--- src/rtl/fpu_uart_sequencer_if.sv ---
`default_nettype none
// ============================================================================
// Module   : fpu_uart_sequencer_if
// Purpose  : Bundles the UART byte streams, the FPU operand/result handshake
//            and the status outputs of fpu_uart_sequencer.
// Modports : slave  - the sequencer (consumes rx/fpu results, drives tx/fpu)
//            master - the surrounding environment (UART PHY, FPU, monitor)
// Signals  : rx_data/rx_valid            received byte stream
//            tx_data/tx_start/tx_busy    transmit byte handshake
//            fpu_op/fpu_a/fpu_b/fpu_start FPU command
//            fpu_done/fpu_result         FPU response
//            busy/err_count              status
// Revision : 1.0 - initial release
// ============================================================================
interface fpu_uart_sequencer_if;
  logic [7:0]  rx_data;
  logic        rx_valid;
  logic [7:0]  tx_data;
  logic        tx_start;
  logic        tx_busy;
  logic [1:0]  fpu_op;
  logic [31:0] fpu_a;
  logic [31:0] fpu_b;
  logic        fpu_start;
  logic        fpu_done;
  logic [31:0] fpu_result;
  logic        busy;
  logic [7:0]  err_count;

  modport slave (
    input  rx_data, rx_valid, tx_busy, fpu_done, fpu_result,
    output tx_data, tx_start, fpu_op, fpu_a, fpu_b, fpu_start, busy, err_count
  );

  modport master (
    output rx_data, rx_valid, tx_busy, fpu_done, fpu_result,
    input  tx_data, tx_start, fpu_op, fpu_a, fpu_b, fpu_start, busy, err_count
  );
endinterface
`default_nettype wire

--- src/rtl/fpu_uart_sequencer.sv ---
`default_nettype none
// ============================================================================
// Module   : fpu_uart_sequencer
// Purpose  : Receives a 9-byte command frame over UART (op byte, operand A
//            LSB first, operand B LSB first), runs it on an external FPU and
//            returns the 32-bit result as 4 bytes MSB first. Frame errors
//            (bad op byte, inter-byte timeout, FPU timeout, bytes arriving
//            while busy) are counted in a saturating 8-bit counter.
// Ports    : clk  - system clock, rising edge
//            rst  - asynchronous active-high reset
//            bus  - fpu_uart_sequencer_if.slave (rx, tx, fpu, status)
// Params   : BYTE_TIMEOUT - idle clocks tolerated between frame bytes
//            FPU_TIMEOUT  - clocks allowed from fpu_start to fpu_done
// Revision : 1.0 - initial release
// ============================================================================
module fpu_uart_sequencer #(
  parameter int BYTE_TIMEOUT = 2_000_000,
  parameter int FPU_TIMEOUT  = 1024
) (
  input wire logic               clk,
  input wire logic               rst,
  fpu_uart_sequencer_if.slave    bus
);

  localparam int          BT_W    = $clog2(BYTE_TIMEOUT + 1);
  localparam int          FT_W    = $clog2(FPU_TIMEOUT + 1);
  localparam logic [BT_W-1:0] BT_LAST = BT_W'(BYTE_TIMEOUT - 1);
  localparam logic [FT_W-1:0] FT_LAST = FT_W'(FPU_TIMEOUT - 1);
  localparam logic [31:0] QNAN    = 32'h7FC0_0000;

  typedef enum logic [2:0] {
    S_IDLE      = 3'd0,
    S_RX_A      = 3'd1,
    S_RX_B      = 3'd2,
    S_EXEC      = 3'd3,
    S_WAIT_DONE = 3'd4,
    S_TX_LOAD   = 3'd5,
    S_TX_WAIT   = 3'd6
  } state_t;

  state_t          state_q, state_d;
  logic [1:0]      idx_q, idx_d;
  logic [BT_W-1:0] btmr_q, btmr_d;
  logic [FT_W-1:0] ftmr_q, ftmr_d;
  logic [1:0]      op_q, op_d;
  logic [31:0]     a_q, a_d;
  logic [31:0]     b_q, b_d;
  logic [31:0]     res_q, res_d;
  logic [7:0]      err_q, err_d;
  logic            txw_first_q, txw_first_d;
  logic            err_evt;
  logic            tx_start_w;
  logic            fpu_start_w;

  always_ff @(posedge clk or posedge rst) begin
    if (rst) begin
      state_q     <= S_IDLE;
      idx_q       <= '0;
      btmr_q      <= '0;
      ftmr_q      <= '0;
      op_q        <= '0;
      a_q         <= '0;
      b_q         <= '0;
      res_q       <= '0;
      err_q       <= '0;
      txw_first_q <= 1'b0;
    end else begin
      state_q     <= state_d;
      idx_q       <= idx_d;
      btmr_q      <= btmr_d;
      ftmr_q      <= ftmr_d;
      op_q        <= op_d;
      a_q         <= a_d;
      b_q         <= b_d;
      res_q       <= res_d;
      err_q       <= err_d;
      txw_first_q <= txw_first_d;
    end
  end

  always_comb begin
    state_d     = state_q;
    idx_d       = idx_q;
    btmr_d      = btmr_q;
    ftmr_d      = ftmr_q;
    op_d        = op_q;
    a_d         = a_q;
    b_d         = b_q;
    res_d       = res_q;
    txw_first_d = txw_first_q;
    err_evt     = 1'b0;
    tx_start_w  = 1'b0;
    fpu_start_w = 1'b0;

    case (state_q)
      S_IDLE: begin
        btmr_d = '0;
        if (bus.rx_valid) begin
          if (bus.rx_data[7:2] == 6'd0) begin
            op_d    = bus.rx_data[1:0];
            idx_d   = '0;
            state_d = S_RX_A;
          end else begin
            err_evt = 1'b1;
          end
        end
      end

      S_RX_A, S_RX_B: begin
        if (bus.rx_valid) begin
          btmr_d = '0;
          idx_d  = idx_q + 2'd1;
          if (state_q == S_RX_A) begin
            a_d[{idx_q, 3'b000} +: 8] = bus.rx_data;
          end else begin
            b_d[{idx_q, 3'b000} +: 8] = bus.rx_data;
          end
          // idx wraps to 0 after the 4th byte, ready for the next phase
          if (idx_q == 2'd3) begin
            state_d = (state_q == S_RX_A) ? S_RX_B : S_EXEC;
          end
        end else if (btmr_q == BT_LAST) begin
          err_evt = 1'b1;
          btmr_d  = '0;
          state_d = S_IDLE;
        end else begin
          btmr_d = btmr_q + 1'b1;
        end
      end

      S_EXEC: begin
        fpu_start_w = 1'b1;
        ftmr_d      = '0;
        state_d     = S_WAIT_DONE;
      end

      S_WAIT_DONE: begin
        // fpu_done takes priority over a coincident timeout expiry
        if (bus.fpu_done) begin
          res_d   = bus.fpu_result;
          idx_d   = '0;
          state_d = S_TX_LOAD;
        end else if (ftmr_q == FT_LAST) begin
          res_d   = QNAN;
          err_evt = 1'b1;
          idx_d   = '0;
          state_d = S_TX_LOAD;
        end else begin
          ftmr_d = ftmr_q + 1'b1;
        end
      end

      S_TX_LOAD: begin
        if (!bus.tx_busy) begin
          tx_start_w  = 1'b1;
          txw_first_d = 1'b1;
          state_d     = S_TX_WAIT;
        end
      end

      S_TX_WAIT: begin
        // The transmitter raises tx_busy only one cycle after tx_start, so
        // the first cycle here must not be mistaken for "byte finished".
        if (txw_first_q) begin
          txw_first_d = 1'b0;
        end else if (!bus.tx_busy) begin
          idx_d   = idx_q + 2'd1;
          state_d = (idx_q == 2'd3) ? S_IDLE : S_TX_LOAD;
        end
      end

      default: begin
        state_d = S_IDLE;
      end
    endcase

    // Bytes arriving while a frame is being executed or returned are dropped
    if (bus.rx_valid && (state_q == S_EXEC || state_q == S_WAIT_DONE ||
                         state_q == S_TX_LOAD || state_q == S_TX_WAIT)) begin
      err_evt = 1'b1;
    end

    // Any number of error sources in one cycle counts once; saturate at FF
    err_d = (err_evt && (err_q != 8'hFF)) ? (err_q + 8'd1) : err_q;
  end

  // Result is returned MSB first: index 0 selects [31:24], 3 selects [7:0]
  assign bus.tx_data   = res_q[{~idx_q, 3'b000} +: 8];
  assign bus.tx_start  = tx_start_w;
  assign bus.fpu_start = fpu_start_w;
  assign bus.fpu_op    = op_q;
  assign bus.fpu_a     = a_q;
  assign bus.fpu_b     = b_q;
  assign bus.busy      = (state_q != S_IDLE);
  assign bus.err_count = err_q;

endmodule
`default_nettype wire

--- src/flat_wrapper.sv ---
// flat-port wrapper written by rule: the top's interface ports become plain ports
module fpu_uart_sequencer_flat 
#(
  parameter int BYTE_TIMEOUT = 2_000_000,
  parameter int FPU_TIMEOUT  = 1024
)
  (clk, rst, bus_rx_data, bus_rx_valid, bus_tx_busy, bus_fpu_done, bus_fpu_result, bus_tx_data, bus_tx_start, bus_fpu_op, bus_fpu_a, bus_fpu_b, bus_fpu_start, bus_busy, bus_err_count);
  fpu_uart_sequencer_if bus_i ();
  input wire logic clk;
  input wire logic rst;
  input wire logic [$bits(bus_i.rx_data)-1:0] bus_rx_data;
  input wire logic [$bits(bus_i.rx_valid)-1:0] bus_rx_valid;
  input wire logic [$bits(bus_i.tx_busy)-1:0] bus_tx_busy;
  input wire logic [$bits(bus_i.fpu_done)-1:0] bus_fpu_done;
  input wire logic [$bits(bus_i.fpu_result)-1:0] bus_fpu_result;
  output wire logic [$bits(bus_i.tx_data)-1:0] bus_tx_data;
  output wire logic [$bits(bus_i.tx_start)-1:0] bus_tx_start;
  output wire logic [$bits(bus_i.fpu_op)-1:0] bus_fpu_op;
  output wire logic [$bits(bus_i.fpu_a)-1:0] bus_fpu_a;
  output wire logic [$bits(bus_i.fpu_b)-1:0] bus_fpu_b;
  output wire logic [$bits(bus_i.fpu_start)-1:0] bus_fpu_start;
  output wire logic [$bits(bus_i.busy)-1:0] bus_busy;
  output wire logic [$bits(bus_i.err_count)-1:0] bus_err_count;
  assign bus_i.rx_data = bus_rx_data;
  assign bus_i.rx_valid = bus_rx_valid;
  assign bus_i.tx_busy = bus_tx_busy;
  assign bus_i.fpu_done = bus_fpu_done;
  assign bus_i.fpu_result = bus_fpu_result;
  assign bus_tx_data = bus_i.tx_data;
  assign bus_tx_start = bus_i.tx_start;
  assign bus_fpu_op = bus_i.fpu_op;
  assign bus_fpu_a = bus_i.fpu_a;
  assign bus_fpu_b = bus_i.fpu_b;
  assign bus_fpu_start = bus_i.fpu_start;
  assign bus_busy = bus_i.busy;
  assign bus_err_count = bus_i.err_count;
  fpu_uart_sequencer #(.BYTE_TIMEOUT(BYTE_TIMEOUT), .FPU_TIMEOUT(FPU_TIMEOUT)) u_core (.clk(clk), .rst(rst), .bus(bus_i));
endmodule
--- config.mk ---
export PLATFORM = sky130hd
export DESIGN_NAME = fpu_uart_sequencer_flat
export DESIGN_NICKNAME = d
export VERILOG_FILES = /design/src/rtl/fpu_uart_sequencer_if.sv /design/src/rtl/fpu_uart_sequencer.sv /design/src/flat_wrapper.sv
export SDC_FILE = /design/constraint.sdc
export NUM_CORES = 1
export LEC_CHECK = 0
export CORE_AREA = 8 8 171 173
export CTS_BUF_LIST = sky130_fd_sc_hd__clkbuf_16
export DETAILED_ROUTE_END_ITERATION = 8
export DIE_AREA = 0 0 179 181
export PLACE_DENSITY_LB_ADDON = 0.3
export SETUP_SLACK_MARGIN = 0.1
export SLEW_MARGIN = 20
export SYNTH_ARGS = -nofsm -noshare
export SYNTH_HDL_FRONTEND = slang
export SYNTH_SLANG_ARGS = --single-unit
--- constraint.sdc ---
create_clock -name clk -period 6.7 [get_ports clk]
set_clock_uncertainty 0.05 [all_clocks]
set_input_delay 1.005 -clock clk [delete_from_list [all_inputs] [get_ports clk]]
set_output_delay 1.005 -clock clk [all_outputs]
set_load 0.03 [all_outputs]
# Word-level counts from Yosys, hierarchy flattened
# Index checks and enable logic that the tools add are counted.
[totals] register_bits=144 input_bits=45 out_inout_bits=85 elab_cells=107
[classes] n_addsub=5 eq_ne=21 shift=3 n_mux=44 bitwise_logic=2 n_reduce_logical=22
[op_table] cell="32-bit bitwise mux" n=2
[op_table] cell="32-bit 2-to-1 mux" n=2
[op_table] cell="21-bit 2-to-1 mux" n=2
[op_table] cell="21-bit case mux with 2 select lines" n=1
[op_table] cell="3-bit 2-to-1 mux" n=11
[op_table] cell="8-bit by 7-bit variable shift with 32-bit output, first input constant" n=1
[op_table] cell="32-bit by 6-bit variable part select with 8-bit output" n=1
[op_table] cell="8-bit by 7-bit variable part select with 32-bit output" n=1
[op_table] cell="11-bit 2-to-1 mux" n=2
[op_table] cell="11-bit case mux with 2 select lines" n=1
[op_table] cell="21-bit by 1-bit adder with 21-bit output, second input constant" n=1
[op_table] cell="21-bit equality test, second input constant" n=1
[op_table] cell="3-bit case mux with 6 select lines" n=1
[op_table] cell="2-bit 2-to-1 mux" n=7
[op_table] cell="2-bit != test, second input constant" n=7
[op_table] cell="1-bit 2-to-1 mux" n=12
[op_table] cell="3-bit AND reduction" n=4
[op_table] cell="11-bit by 1-bit adder with 11-bit output, second input constant" n=1
[op_table] cell="11-bit by 10-bit equality test with 1-bit output, second input constant" n=1
[op_table] cell="3-bit equality test, second input constant" n=3
[op_table] cell="3-bit by 2-bit != test with 1-bit output, second input constant" n=3
[op_table] cell="8-bit by 1-bit adder with 8-bit output, second input constant" n=1
[op_table] cell="8-bit != test, second input constant" n=1
[op_table] cell="2-bit case mux with 4 select lines" n=1
[op_table] cell="21 further kinds" n=29

# Longest topological paths before layout
[depth] ltp_word=7 mapped_depth=8

# Least setup slack after synthesis
# OpenSTA, ideal clock, no wires.
[synth_path] path_type="input port to output port" start="input port bus_tx_busy" end="output port bus_tx_start" arrival_ns=1.686 path_slack_ns=3.959 cell_stages=1 n_path_buf=0 path_cell_list="nor3_1"
[synth_via] elab_chain_len=2
[synth_lines] item="start, declared" line_no="flat_wrapper.sv:13" rtl="input wire logic [$bits(bus_i.tx_busy)-1:0] bus_tx_busy;"
[synth_lines] item="1-bit 2-to-1 mux" line_no="fpu_uart_sequencer.sv:154" rtl="if (!bus.tx_busy) begin"
[synth_lines] item="1-bit 2-to-1 mux" line_no="fpu_uart_sequencer.sv:95" rtl="case (state_q)"
[synth_lines] item="end, declared" line_no="flat_wrapper.sv:17" rtl="output wire logic [$bits(bus_i.tx_start)-1:0] bus_tx_start;"
# No other way between the ends.

# Worst setup path in the final report
[layout_path] start="register u_core.idx_q[0]" end="output port bus_tx_data[4]"
[layout_via] elab_chain_len=2
[layout_lines] item="start, declared" line_no="fpu_uart_sequencer.sv:42" rtl="logic [1:0] idx_q, idx_d;"
[layout_lines] item="start signal, assigned" line_no="fpu_uart_sequencer.sv:69" rtl="idx_q <= idx_d;"
[layout_lines] item="2-bit NOT" line_no="fpu_uart_sequencer.sv:188" rtl="assign bus.tx_data = res_q[{~idx_q, 3'b000} +: 8];"
[layout_lines] item="32-bit by 6-bit variable part select with 8-bit output" line_no="fpu_uart_sequencer.sv:188"
[layout_lines] item="end, declared" line_no="flat_wrapper.sv:16" rtl="output wire logic [$bits(bus_i.tx_data)-1:0] bus_tx_data;"
# No other way between the ends.

==> summary.md <==
| Metric | Value |
|---|---|
| Result of the run | `complete, no violations` |
| Initial drt markers | `284` |
| Final min period | `3.66 ns` |
| Hold Path End | `u_core.bus.fpu_b[6]$_DFFE_PP0P_` |
| Initial antenna violation count | `1` |
| Max Fclk | `274 MHz` |
| IO Pins | `130` |
| Core area | `0.0265 sq mm` |
| Hold Crit Class | `reg2reg` |
| TNS Setup | `0 ns` |
| Starting Density | `24.5%` |
| Arr. time, crit path | `2.60 ns` |
| Avg Cell Area, Syn | `10.4 sq um` |
| Final worst-path cycle share | `54.6%` |
| Hold Buf Count CTS | `0` |
| Vias in the first global route | `5185` |
| Critical Path Start Type | `register` |
| Yosys Warn Count | `0` |
| Place WS | `3.12 ns` |
| DRC | `0` |
| RSZ-0062 raised after global routing | `false` |
| Worst reg2reg startpoint | `u_core.idx_q[0]$_DFFE_PP0P_` |
| Total congestion overflow | `0` |
| GP Congestion | `0.788` |
| Drt pass-1 iters | `4` |
| Tot Pwr | `0.00342 W` |
| Measured slew at the worst slew-check pin | `1.10 ns` |
| Post-synthesis cell count | `624` |
| Register Area | `0.00360 sq mm` |
| Post-synth ARST share | `100%` |
| Worst Path Max Fanout | `16` |
| Layout cell share with drive strength beyond 1 | `8.54%` |
| Critical path required time | `5.64 ns` |
| Placed Area | `0.00813 sq mm` |
| Post-DP HPWL | `12.9 mm` |
| WL final | `18.1 mm` |
| H-Tree Depth | `4` |
| Internal reg-to-reg setup slack | `3.83 ns` |
| Worst setup EP type | `output port` |
| Clk pin slew, worst setup/hold paths | `0.06 ns` |
| GRT Overall Usage | `11.4%` |
| Fillers | `2726` |
| Vias post-DR | `4962` |
| Nets | `801` |
| Die area | `0.0324 sq mm` |
| TritonCTS Sinks | `144` |
| DRT antenna net count | `0` |
| Port bufs | `129` |
| Crit Path Category | `reg2out` |
| HP Start | `u_core.bus.fpu_b[6]$_DFFE_PP0P_` |
| Clock buffer depth | `2` |
| Syn Std Cell Area | `0.00650 sq mm` |
| Largest net degree at the start of global routing | `89` |
| Slew Viols, Final | `0` |
| Max-Cap Viols | `0` |
| Clock Tree Root | `clkbuf_16` |
| IR drop worst, VDD | `0.211 mV` |
| Postcts setup bufs | `0` |
| # setup viols final | `0` |
| WL per Instance | `16.4 um` |
| Most used DFF post-synth | `dfrtp_1` |
| Global-route wire length before repair | `29.1 mm` |
| WHS Path Cells | `2` |
| Reg2Reg Depth | `6` |
| Static leakage | `3.50 nW` |
| Cts bufs inserted | `17` |
| Die Ht | `181 um` |
| Syn Nets | `677` |
| Cell Rows | `60` |
| Worst Hold Slack | `0.428 ns` |
| TritonCTS clock tree | `built` |
| Final Hold Fails | `0` |
| Rel. slew slack | `27.0%` |
| Area grow syn2layout | `34.0%` |
| Post-synth EDFFs | `0` |
| Width of the die | `179 um` |
| Setup ws final | `3.04 ns` |
| R2R Path End | `u_core.bus.fpu_a[13]$_DFFE_PP0P_` |
| Clk Latency, worst-skew pair | `0.42 ns` |
| Footprint of the multi-input gates | `0.00276 sq mm` |
| Antenna cells | `0` |
| Register bit total from synthesis | `144` |
| Fin area | `0.00871 sq mm` |
| Vias per Instance | `4.50` |
| Post-CTS resize count | `0` |
| Distinct cells, synth | `59` |
| Sequential element share of the synthesized area | `55.4%` |
| PwrDens | `392 mW/mm^2` |
==> synth_stat cells, types with 3 or more instances <==
| library cell | number | share of area [%] |
|---|---|---|
| dfrtp_1 | 144 | 55 |
| nand2_1 | 128 | 7.4 |
| o21ai_0 | 76 | 5.9 |
| nor2_1 | 40 | 2.3 |
| a22o_1 | 24 | 3.2 |
| clkbuf_1 | 20 | 1.2 |
| xnor2_1 | 18 | 2.4 |
| nor3_1 | 15 | 1.2 |
| a21oi_1 | 13 | 1.0 |
| nand3_1 | 12 | 0.92 |
| inv_1 | 11 | 0.64 |
| o22a_1 | 9 | 1.2 |
| ha_1 | 8 | 1.5 |
| mux4_2 | 8 | 2.8 |
| nand4_1 | 8 | 0.77 |
| mux2_1 | 6 | 1.0 |
| or3_1 | 6 | 0.58 |
| xor2_1 | 6 | 0.81 |
| a211oi_1 | 5 | 0.58 |
| o31ai_1 | 5 | 0.58 |
| a21o_1 | 4 | 0.46 |
| nand2b_1 | 4 | 0.38 |
| or4_1 | 4 | 0.46 |
| a211oi_2 | 3 | 0.58 |
| buf_2 | 3 | 0.23 |
==> state kept, by name, indices dropped and copies added (netlist names) <==
register and flops:
u_core.idx_q 2, u_core.txw_first_q 1, u_core.bus.fpu_op 2, u_core.bus.fpu_b 32
u_core.ftmr_q 11, u_core.bus.err_count 8, u_core.bus.fpu_a 32, u_core.btmr_q 21
u_core.state_q 3, u_core.res_q 32
==> worst max path at each step <==
stage                                          endpoint                          start  slack (ns)  depth (start not counted)
finish                                   bus_tx_data[4]    u_core.idx_q[0]$_DFFE_PP0P_        3.04                          2
global route                              bus_fpu_start  u_core.state_q[0]$_DFFE_PP0P_        2.83                          3
CTS                                      bus_tx_data[4]    u_core.idx_q[0]$_DFFE_PP0P_        2.96                          2
detailed placement  u_core.bus.err_count[4]$_DFFE_PP0P_                 bus_rx_data[7]        3.12                          6
global placement    u_core.bus.err_count[4]$_DFFE_PP0P_                 bus_rx_data[7]        3.11                          6
floorplan                  u_core.btmr_q[0]$_DFFE_PP0P_                            rst        1.78                          1
==> report_power, final <==
part,switching [W],internal (W),total [W]
Sequential,0.000210,0.00107,0.00128
Combinational,0.000703,0.000514,0.00122
Clock,0.000401,0.000521,0.000923
==> cell families (layout without fill, tap and decap cells) <==
kind of cell | after synthesis | after routing | synth area share, %
buffers and inverters | 38 | 175 | 2.31
muxes | 16 | 16 | 4.16
adders and majority gates | 8 | 8 | 1.54
and+or+nand+nor | 236 | 236 | 17.0
AOI/OAI and AO/OA | 158 | 158 | 16.3
xor gates and xnor gates | 24 | 24 | 3.23
DFF | 144 | 144 | 55.4
==> critical path: stages (launching register included) <==
cell	delay [ns]
dfrtp_1	0.92
mux4_2	0.60
clkdlybuf4s50_1	0.65
==> layer usage <==
layer | share of wire, % | global-route usage [%] | routed length [um]
met5 | 0.072 | 0 | 13
met4 | 1.3 | 3.44 | 230
met3 | 6.8 | 3.27 | 1240
met2 | 47 | 18.3 | 8430
met1 | 45 | 14.7 | 8200
==> cells in the final DEF, fill, tap and decap left out, types with 6 or more instances in the layout <==
cell             Yosys  layout
or3_1                6       6
clkdlybuf4s50_1      0     129
o22a_1               9       9
nor3_1              15      14
dfrtp_1            144     144
o21ai_0             76      76
xor2_1               6       6
mux4_2               8       8
nand2_1            128     128
clkbuf_16            0      17
mux2_1               6       6
nand3_1             12      12
nand4_1              8       8
a21oi_1             13      13
xnor2_1             18      18
ha_1                 8       8
a22o_1              24      24
nor2_1              40      40
inv_1               11      10
==> through the flow <==
step | std cells | util (%)
2_1_floorplan | 624 | -
3_3_place_gp | 1070 | 30.7
3_5_place_dp | 1070 | 30.7
4_1_cts | 1102 | 32.9
5_1_grt | 1102 | 32.9
6_report | 1102 | 32.9
==> cell type report <==
type | count | area share, %
clock buffers | 17 | 4.88
multi-input cells | 442 | 31.6
repair buffers | 130 | 14.9
inverters | 13 | 0.617
well taps | 341 | 4.90
clock inverters | 15 | 1.71
flip-flops and latches | 144 | 41.4
No activity file was read; power rests on OpenSTA's default activity.
